==> config.mk <==
export PLATFORM = sky130hd
export DESIGN_NAME = astra_march_bist
export DESIGN_NICKNAME = d
export VERILOG_FILES = /design/src/rtl/astra_march_bist.sv
export SDC_FILE = /design/constraint.sdc
export NUM_CORES = 1
export LEC_CHECK = 0
export ABC_AREA = 1
export CAP_MARGIN = 0
export CORE_AREA = 2 2 39 41
export CTS_BUF_LIST = sky130_fd_sc_hd__clkbuf_4 sky130_fd_sc_hd__clkbuf_8
export DETAILED_ROUTE_END_ITERATION = 12
export DIE_AREA = 0 0 41 43
export PLACE_DENSITY_LB_ADDON = 0.2
export RECOVER_POWER = 50
export SETUP_SLACK_MARGIN = 0.2
export SLEW_MARGIN = 15
export SYNTH_ARGS = -nofsm -noshare
export SYNTH_HDL_FRONTEND = slang
export SYNTH_SLANG_ARGS = --single-unit
==> constraint.sdc <==
create_clock -name clk -period 1.8 [get_ports clk]
set_input_delay 0.45 -clock clk [delete_from_list [all_inputs] [get_ports clk]]
set_output_delay 0.45 -clock clk [all_outputs]
set_load 0.05 [all_outputs]
==> src/rtl/astra_march_bist.sv <==
`default_nettype none
// ============================================================================
// Module   : astra_march_bist
// Purpose  : March-test BIST controller for a small N-word RAM. When start
//            is seen high in idle, it takes over the RAM pins and runs a
//            fixed six-element march, one RAM operation per clock:
//            E0 up w0, E1 up r0, E2 up w1, E3 down r1, E4 down w0,
//            E5 down r0.
//            Each read is checked against its expected background word on
//            the clock edge that ends the read cycle. The first mismatch
//            aborts the run with SUCCESS=0. A clean finish sets SUCCESS=1.
// Ports    : clk      - system clock; all state changes on the rising edge
//            rst_n    - asynchronous active-low reset
//            start    - run request, sampled only while idle
//            MARCHING - high while the BIST owns the RAM pins
//            SUCCESS  - result of the last completed run (1 = pass)
//            ADDRESS  - RAM address
//            DATA     - RAM write data
//            OUT      - RAM read data
//            CS/WE/OE - RAM chip select, write enable, output enable
// Revision : 1.0 - initial release
// ============================================================================
module astra_march_bist #(
    parameter int ADDR_W = 2,
    parameter int DATA_W = 3
) (
    input  logic              clk,
    input  logic              rst_n,
    input  logic              start,
    output logic              MARCHING,
    output logic              SUCCESS,
    output logic [ADDR_W-1:0] ADDRESS,
    output logic [DATA_W-1:0] DATA,
    input  logic [DATA_W-1:0] OUT,
    output logic              CS,
    output logic              WE,
    output logic              OE
);

    typedef enum logic [0:0] {
        S_IDLE = 1'b0,
        S_RUN  = 1'b1
    } state_t;

    localparam logic [2:0] ELEM_LAST = 3'd5;

    state_t            state_q, state_d;
    logic [2:0]        elem_q, elem_d;
    logic [ADDR_W-1:0] addr_q, addr_d;
    logic              success_q, success_d;

    // Element decode:
    // - Odd elements (E1, E3, E5) are reads.
    // - E3 to E5 walk the addresses downward.
    // - E2 and E3 use the all-ones background.
    logic              w_is_read;
    logic              w_down;
    logic [DATA_W-1:0] w_pattern;
    logic              w_elem_end;
    logic              w_read_fail;
    logic [2:0]        w_elem_inc;

    always_comb begin
        w_is_read   = elem_q[0];
        w_down      = (elem_q >= 3'd3);
        w_pattern   = ((elem_q == 3'd2) || (elem_q == 3'd3)) ? '1 : '0;
        w_elem_end  = w_down ? (addr_q == '0) : (addr_q == '1);
        w_read_fail = w_is_read && (OUT != w_pattern);
        w_elem_inc  = elem_q + 3'd1;
    end

    // Next-state logic
    always_comb begin
        state_d   = state_q;
        elem_d    = elem_q;
        addr_d    = addr_q;
        success_d = success_q;
        case (state_q)
            S_IDLE: begin
                if (start) begin
                    state_d   = S_RUN;
                    elem_d    = 3'd0;
                    addr_d    = '0;
                    success_d = 1'b0;
                end
            end
            S_RUN: begin
                if (w_read_fail) begin
                    // Abort. SUCCESS was already cleared at the start edge.
                    state_d = S_IDLE;
                    elem_d  = 3'd0;
                    addr_d  = '0;
                end else if (w_elem_end) begin
                    if (elem_q == ELEM_LAST) begin
                        state_d   = S_IDLE;
                        success_d = 1'b1;
                        elem_d    = 3'd0;
                        addr_d    = '0;
                    end else begin
                        elem_d = w_elem_inc;
                        // Downward elements (E3 onward) restart at N-1.
                        // Upward elements restart at 0.
                        addr_d = (w_elem_inc >= 3'd3) ? '1 : '0;
                    end
                end else begin
                    addr_d = w_down ? (addr_q - 1'b1) : (addr_q + 1'b1);
                end
            end
            default: begin
                state_d = S_IDLE;
                elem_d  = 3'd0;
                addr_d  = '0;
            end
        endcase
    end

    // State register
    always_ff @(posedge clk or negedge rst_n) begin
        if (!rst_n) begin
            state_q   <= S_IDLE;
            elem_q    <= 3'd0;
            addr_q    <= '0;
            success_q <= 1'b0;
        end else begin
            state_q   <= state_d;
            elem_q    <= elem_d;
            addr_q    <= addr_d;
            success_q <= success_d;
        end
    end

    // RAM pin outputs. They are decoded from registered state only,
    // so an asynchronous reset forces them low at once.
    always_comb begin
        MARCHING = 1'b0;
        SUCCESS  = success_q;
        ADDRESS  = '0;
        DATA     = '0;
        CS       = 1'b0;
        WE       = 1'b0;
        OE       = 1'b0;
        if (state_q == S_RUN) begin
            MARCHING = 1'b1;
            ADDRESS  = addr_q;
            CS       = 1'b1;
            WE       = !w_is_read;
            OE       = w_is_read;
            DATA     = w_is_read ? '0 : w_pattern;
        end
    end

endmodule
`default_nettype wire

Word-level counts from Yosys, hierarchy flattened. Cells that the tools add are included. W data, S select, Z words.

Register bits after elaboration: 7. Input port bits: 6.

Reductions and logical operators: 6. $lt $le $gt $ge: 2. Equality and inequality tests: 10. Add/subtract/negate cells: 3. Bitwise operators: 1. Mux-type cells: 30.

Operators with widths (number): $mux W3 (7); $mux W2 (7); $mux W1 (12); $eq A3 B2 Y1 const B (2); $ge A3 B2 Y1 const B (2); $pmux W3 S2 (1); $ne A2 B1 Y1 const B (2); $ne A2 B2 Y1 const B (2); $pmux W1 S2 (2); $pmux W2 S2 (1); $reduce_and A4 Y1 (1); $add A3 B1 Y3 const B (1); $eq A3 B3 Y1 const B (1); $ne A3 B1 Y1 const B (1); $ne A3 B3 Y1 (1); $add A2 B1 Y2 const B (1); $eq A2 B2 Y1 const B (1); $logic_not A2 Y1 (1); $reduce_and A2 Y1 (1); $sub A2 B1 Y2 const B (1); $logic_and A1 B1 Y1 (1); $logic_not A1 Y1 (1); $logic_or A1 B1 Y1 (1); $not A1 Y1 (1).

Depth between registers and ports, before layout.
Word-level depth: 7. Mapped depth: 13. Mapped depth without buffers: 12.

Worst setup path after synthesis. No wires, ideal clock.

Path kind: reg-to-output. Start: register state_q. End: output port DATA[1]. Buffers on the path: 2. Setup slack: -704 ps. Data arrival time: 2054 ps. Cell stages (with the launch flop): 5. Path through: dfrtp_1 -> clkbuf_8 -> inv_1 -> nor2_1 -> buf_4.

Word-level cells in the longest chain between the ends: 1.

Ends and longest elaborated chain: start, declared (RTL line 47) `state_t state_q, state_d;`; start signal, assigned (RTL line 125) `state_q <= state_d;`; $mux W3 (RTL line 142) `if (state_q == S_RUN) begin`; end, declared (RTL line 33) `output logic [DATA_W-1:0] DATA,`.

Every way passes these cells.

Final worst setup path.
Start: register elem_q[1]. End: output port DATA[2].

Word-level cells in the longest chain between the ends: 5.

Ends and longest elaborated chain: start, declared (RTL line 48) `logic [2:0] elem_q, elem_d;`; start signal, assigned (RTL line 126) `elem_q <= elem_d;`; $eq A3 B2 Y1 (RTL line 66) `w_pattern = ((elem_q == 3'd2) || (elem_q == 3'd3)) ? '1 : '0;`; $logic_or A1 B1 Y1 * (RTL line 66); $mux W3 * (RTL line 66); $mux W3 * (RTL line 148) `DATA = w_is_read ? '0 : w_pattern;`; $mux W3 * (RTL line 142).

Mark *: on every way between the ends. The rest lies on a longest branch, timed or not.

==> summary by stage <==
Run status
The run finished, with violations left. The checks that failed: setup timing.

Worst setup path
The largest fanout on the critical path is 4. STA classifies the critical path endpoint as a primary output. STA puts the critical path data arrival time at 1.45 ns.

The cell repeated most along the worst path is sky130_fd_sc_hd__nand2_4. The kind of critical path is reg2out. In this design, the stage delay of the slowest critical-path cell is 0.42 ns. The slowest stage of the critical path is the sky130_fd_sc_hd__dfrtp_2 cell. STA classifies the critical path startpoint as a flop. The critical path data required time is 1.35 ns. The critical path goes through nand2_4 > inv_4 > ha_4 > inv_4 > nand2_4 > nand2_4 > nor2_4 > buf_12.

Synth
The cell area that synthesis handed to floorplanning was 639.4 um^2. Counting flops and latches in the post-synthesis netlist gives 7. The number of distinct library cells after synthesis is 22. Measured against the total synthesized area, the mux share comes to 0. Of the total synthesized cell area, the portion taken by XOR and XNOR cells is 0. By area, the combinational part of the netlist is dominated by simple AND/OR/NAND/NOR gates.

The count of mapped cells out of synthesis is a little over 90. The share of flip-flops with an asynchronous set or reset is 1.000. Dividing the synthesized area by the synthesized cell count gives roughly 7.0 um^2. The synthesized net count is 98. The adder-cell share of the synthesized area is 0.01957. The most used flip-flop cell after synthesis is sky130_fd_sc_hd__dfrtp_1. The yosys synthesis warning count is 0.

The number of enable flip-flop cells after synthesis is 0. The fraction of the mapped netlist area in simple logic gates is 0.5029. The synthesized-area fraction occupied by ao, oa, aoi and oai cells is 0.05871. Of the synthesized area, sequential elements account for 0.2740.

Place
Routability-driven placement finished with a final weighted congestion of between 0.8 and 0.9. The worst setup timing slack at the placement stage is 0.07838 ns. Buffers placed on the I/O ports in this run total 15. The wire-length estimate of the detail-placed layout is 1112 um. Including well taps, the total number of placed cells is approximately 120.

Drt
The detailed router finished its first iteration with 9 violations. For this run, design rule violations remaining after detail routing come to 0. The number of detailed-route iterations in the first pass is 4.

In the routed layout, each cell is associated on average with a via count of approximately 5. The total length of routed wires is 1563 um. After detailed routing, the average wire length per cell comes to 11.66 um. The total number of vias is about 670. Once detail routing completed, the nets flagged for antenna violations numbered 0.

Floorplanning
The core region is 0.001384 mm^2. 16 I/O pins were placed. The die outline height is 43 um. The number of placement rows is 14.

The overall die width is 41 um. For this configuration, the core starts out at a cell density of 0.4620. The die covers 0.001763 mm^2.

Layout
In the layout the commonest cells are sky130_fd_sc_hd__nand2_1, sky130_fd_sc_hd__nor2_1, sky130_fd_sc_hd__buf_12, sky130_fd_sc_hd__buf_4, sky130_fd_sc_hd__nand2_2. After the last flow step, the layout net total stands at between 100 and 150. Of the cells placed in the final design, the portion with a size suffix greater than 1 is 0.5085. The count of cells in the finished layout, fillers not included, comes to 134.

The final core area utilization is 0.7613. The area growth from synthesis to layout is 64.77%. The number of filler cells placed in the layout is 95. The sequential cells in the finished layout cover a total of 177.7 um^2. The number of antenna repair diodes is 0. Leaving out fill and tap cells, the most frequent cell in the layout is sky130_fd_sc_hd__nand2_1.

The area taken by multi-input logic gates is roughly 430 um^2.

Timing
Setup slack on the critical path of the routed design comes to -0.1042 ns. The final critical-path required period is 1.904 ns. The final-report hold violation count is 0.

The maximum clock skew at final layout is slightly above 0.005 ns. The upper clock frequency limit is 525.2 MHz. In the finished design, the share of the clock period the worst path needs comes to 1.058. At the pin with the least slew margin, the transition time is 0.5863 ns. Setup violations remaining at the end of the flow were counted as 3. The number of max-slew violations in the final report was 0.

Setup repair after global routing could not meet its margin everywhere. In this run the tightest slew margin relative to its limit is 0.6108. The worst hold margin is 0.4924 ns.

Clocking
The number of hold buffers added after CTS is 0. TritonCTS built the clock tree. The total CTS buffers is 3. The insertion delay to the later sink of the worst-skew pair is about 0.27 ns. After clock tree synthesis, the clock-pin slew on the worst setup and hold paths is about 0.05 ns. The master cell of the clock root buffer is sky130_fd_sc_hd__clkbuf_4. The clock passes through at most 2 buffers. The clock sink count is 7. CTS built an H-tree with a depth of 1.

Global route
The first global-routing pass estimated 2539 um of wire. The number of global-route vias before repair is 621. Entering global routing, the biggest net connects 9 pins. In the global route stage, overall resource usage came out at 0.2270. The number of antenna violations at the first check in global routing came to 0.

The total overflow left after global routing is 0.

Power and ir drop
IR analysis of the VDD net gives a maximum drop of between 0.001 and 0.0015 V. The power density normalized to cell area is 2091 mW/mm^2. In this run the static leakage power is 0.5190 nW.

Worst hold path
The class of the most critical hold timing path is reg2reg.

Flow run
The tool flagged a number of max-cap violations equal to 0.
==> cell families after synthesis <==
| kind of cell | Yosys count |
|---|---|
| compound gates | 7 |
| fa+ha+maj | 1 |
| buf+inv | 17 |
| flops | 7 |
| simple gates | 59 |
==> state kept, by name, summed over array words and instances, names as in the netlist <==
name     flops
elem_q       3
addr_q       2
SUCCESS      1
state_q      1
==> routing by layer <==
metal / GRT usage / vias to the layer above / part of all wire
met3: 0.08377 / 11 / 0.063
li1: - / 337 / -
met1: 0.2288 / 291 / 0.38
met5: 0 / - / 0
met2: 0.3438 / 30 / 0.48
met4: 0.1933 / 0 / 0.068
==> report_power, final <==
group,switching [mW],internal (mW)
Combinational,0.982,0.740
Sequential,0.0807,0.228
Clock,0.0711,0.101
Total,1.13,1.07
==> cell type report <==
| class | instances | share of cell area |
|---|---|---|
| Timing Repair Buffer | 28 | 0.3254 |
| Clock buffer | 4 | 0.02850 |
| Sequential cell | 7 | 0.1686 |
| Inverter | 12 | 0.05107 |
| Multi-Input combinational cell | 67 | 0.4074 |
| Tap cell | 16 | 0.01900 |
==> stage by stage <==
stage	TNS (ns)	power [mW]	instance area, um^2
final	-0.3081	2.203	1054
after global routing	-0.5037	2.332	1054
after CTS	-0.4088	2.153	1022
after detailed placement	0	1.845	925.9
after global placement	0	1.823	925.9
after floorplan	-0.1361	1.338	678.2
==> path summary, 6_finish.rpt <==
kind	depth (start not counted)	to	slack [ns]	startpoint
max reg2reg	11	elem_q[0]$_DFFE_PN0P_	0.16	elem_q[1]$_DFFE_PN0P_
min in group asynchronous	1	state_q$_DFF_PN0_	0.52	rst_n
max in group asynchronous	1	elem_q[1]$_DFFE_PN0P_	1.00	rst_n
max	8	DATA[2]	-0.10	elem_q[1]$_DFFE_PN0P_
min	2	SUCCESS$_DFFE_PN0P_	0.49	SUCCESS$_DFFE_PN0P_
min reg2reg	2	SUCCESS$_DFFE_PN0P_	0.49	SUCCESS$_DFFE_PN0P_
==> worst max-delay path, delay by kind of cell (launching register included) <==
kind	cells	cell delay [ns]
and+or+nand+nor	4	0.35
buffers and inverters	3	0.27
adders and majority gates	1	0.14
DFF	1	0.42
==> repair_timing <==
action | in CTS | in global routing
pin swaps | 4 | 0
setup buffers | 5 | 2
setup endpoints to repair | 7 | 13
resized for setup | 10 | 9
==> cells in the mapped netlist (2+ instances only) <==
cell type,count,area (um^2)
sky130_fd_sc_hd__o21ai_1,2,10.01
sky130_fd_sc_hd__nor2_1,12,45.04
sky130_fd_sc_hd__nand2_2,8,50.05
sky130_fd_sc_hd__dfrtp_1,7,175.2
sky130_fd_sc_hd__nor2_2,2,12.51
sky130_fd_sc_hd__nand4_1,2,12.51
sky130_fd_sc_hd__nand3_2,2,20.02
sky130_fd_sc_hd__nand2_1,20,75.07
sky130_fd_sc_hd__nand3_1,7,35.03
sky130_fd_sc_hd__inv_2,2,7.510
sky130_fd_sc_hd__o21ai_0,3,15.01
sky130_fd_sc_hd__nand2_4,3,33.78
sky130_fd_sc_hd__buf_4,3,22.52
sky130_fd_sc_hd__inv_1,10,37.54
Power figures use the tool's default switching activity.
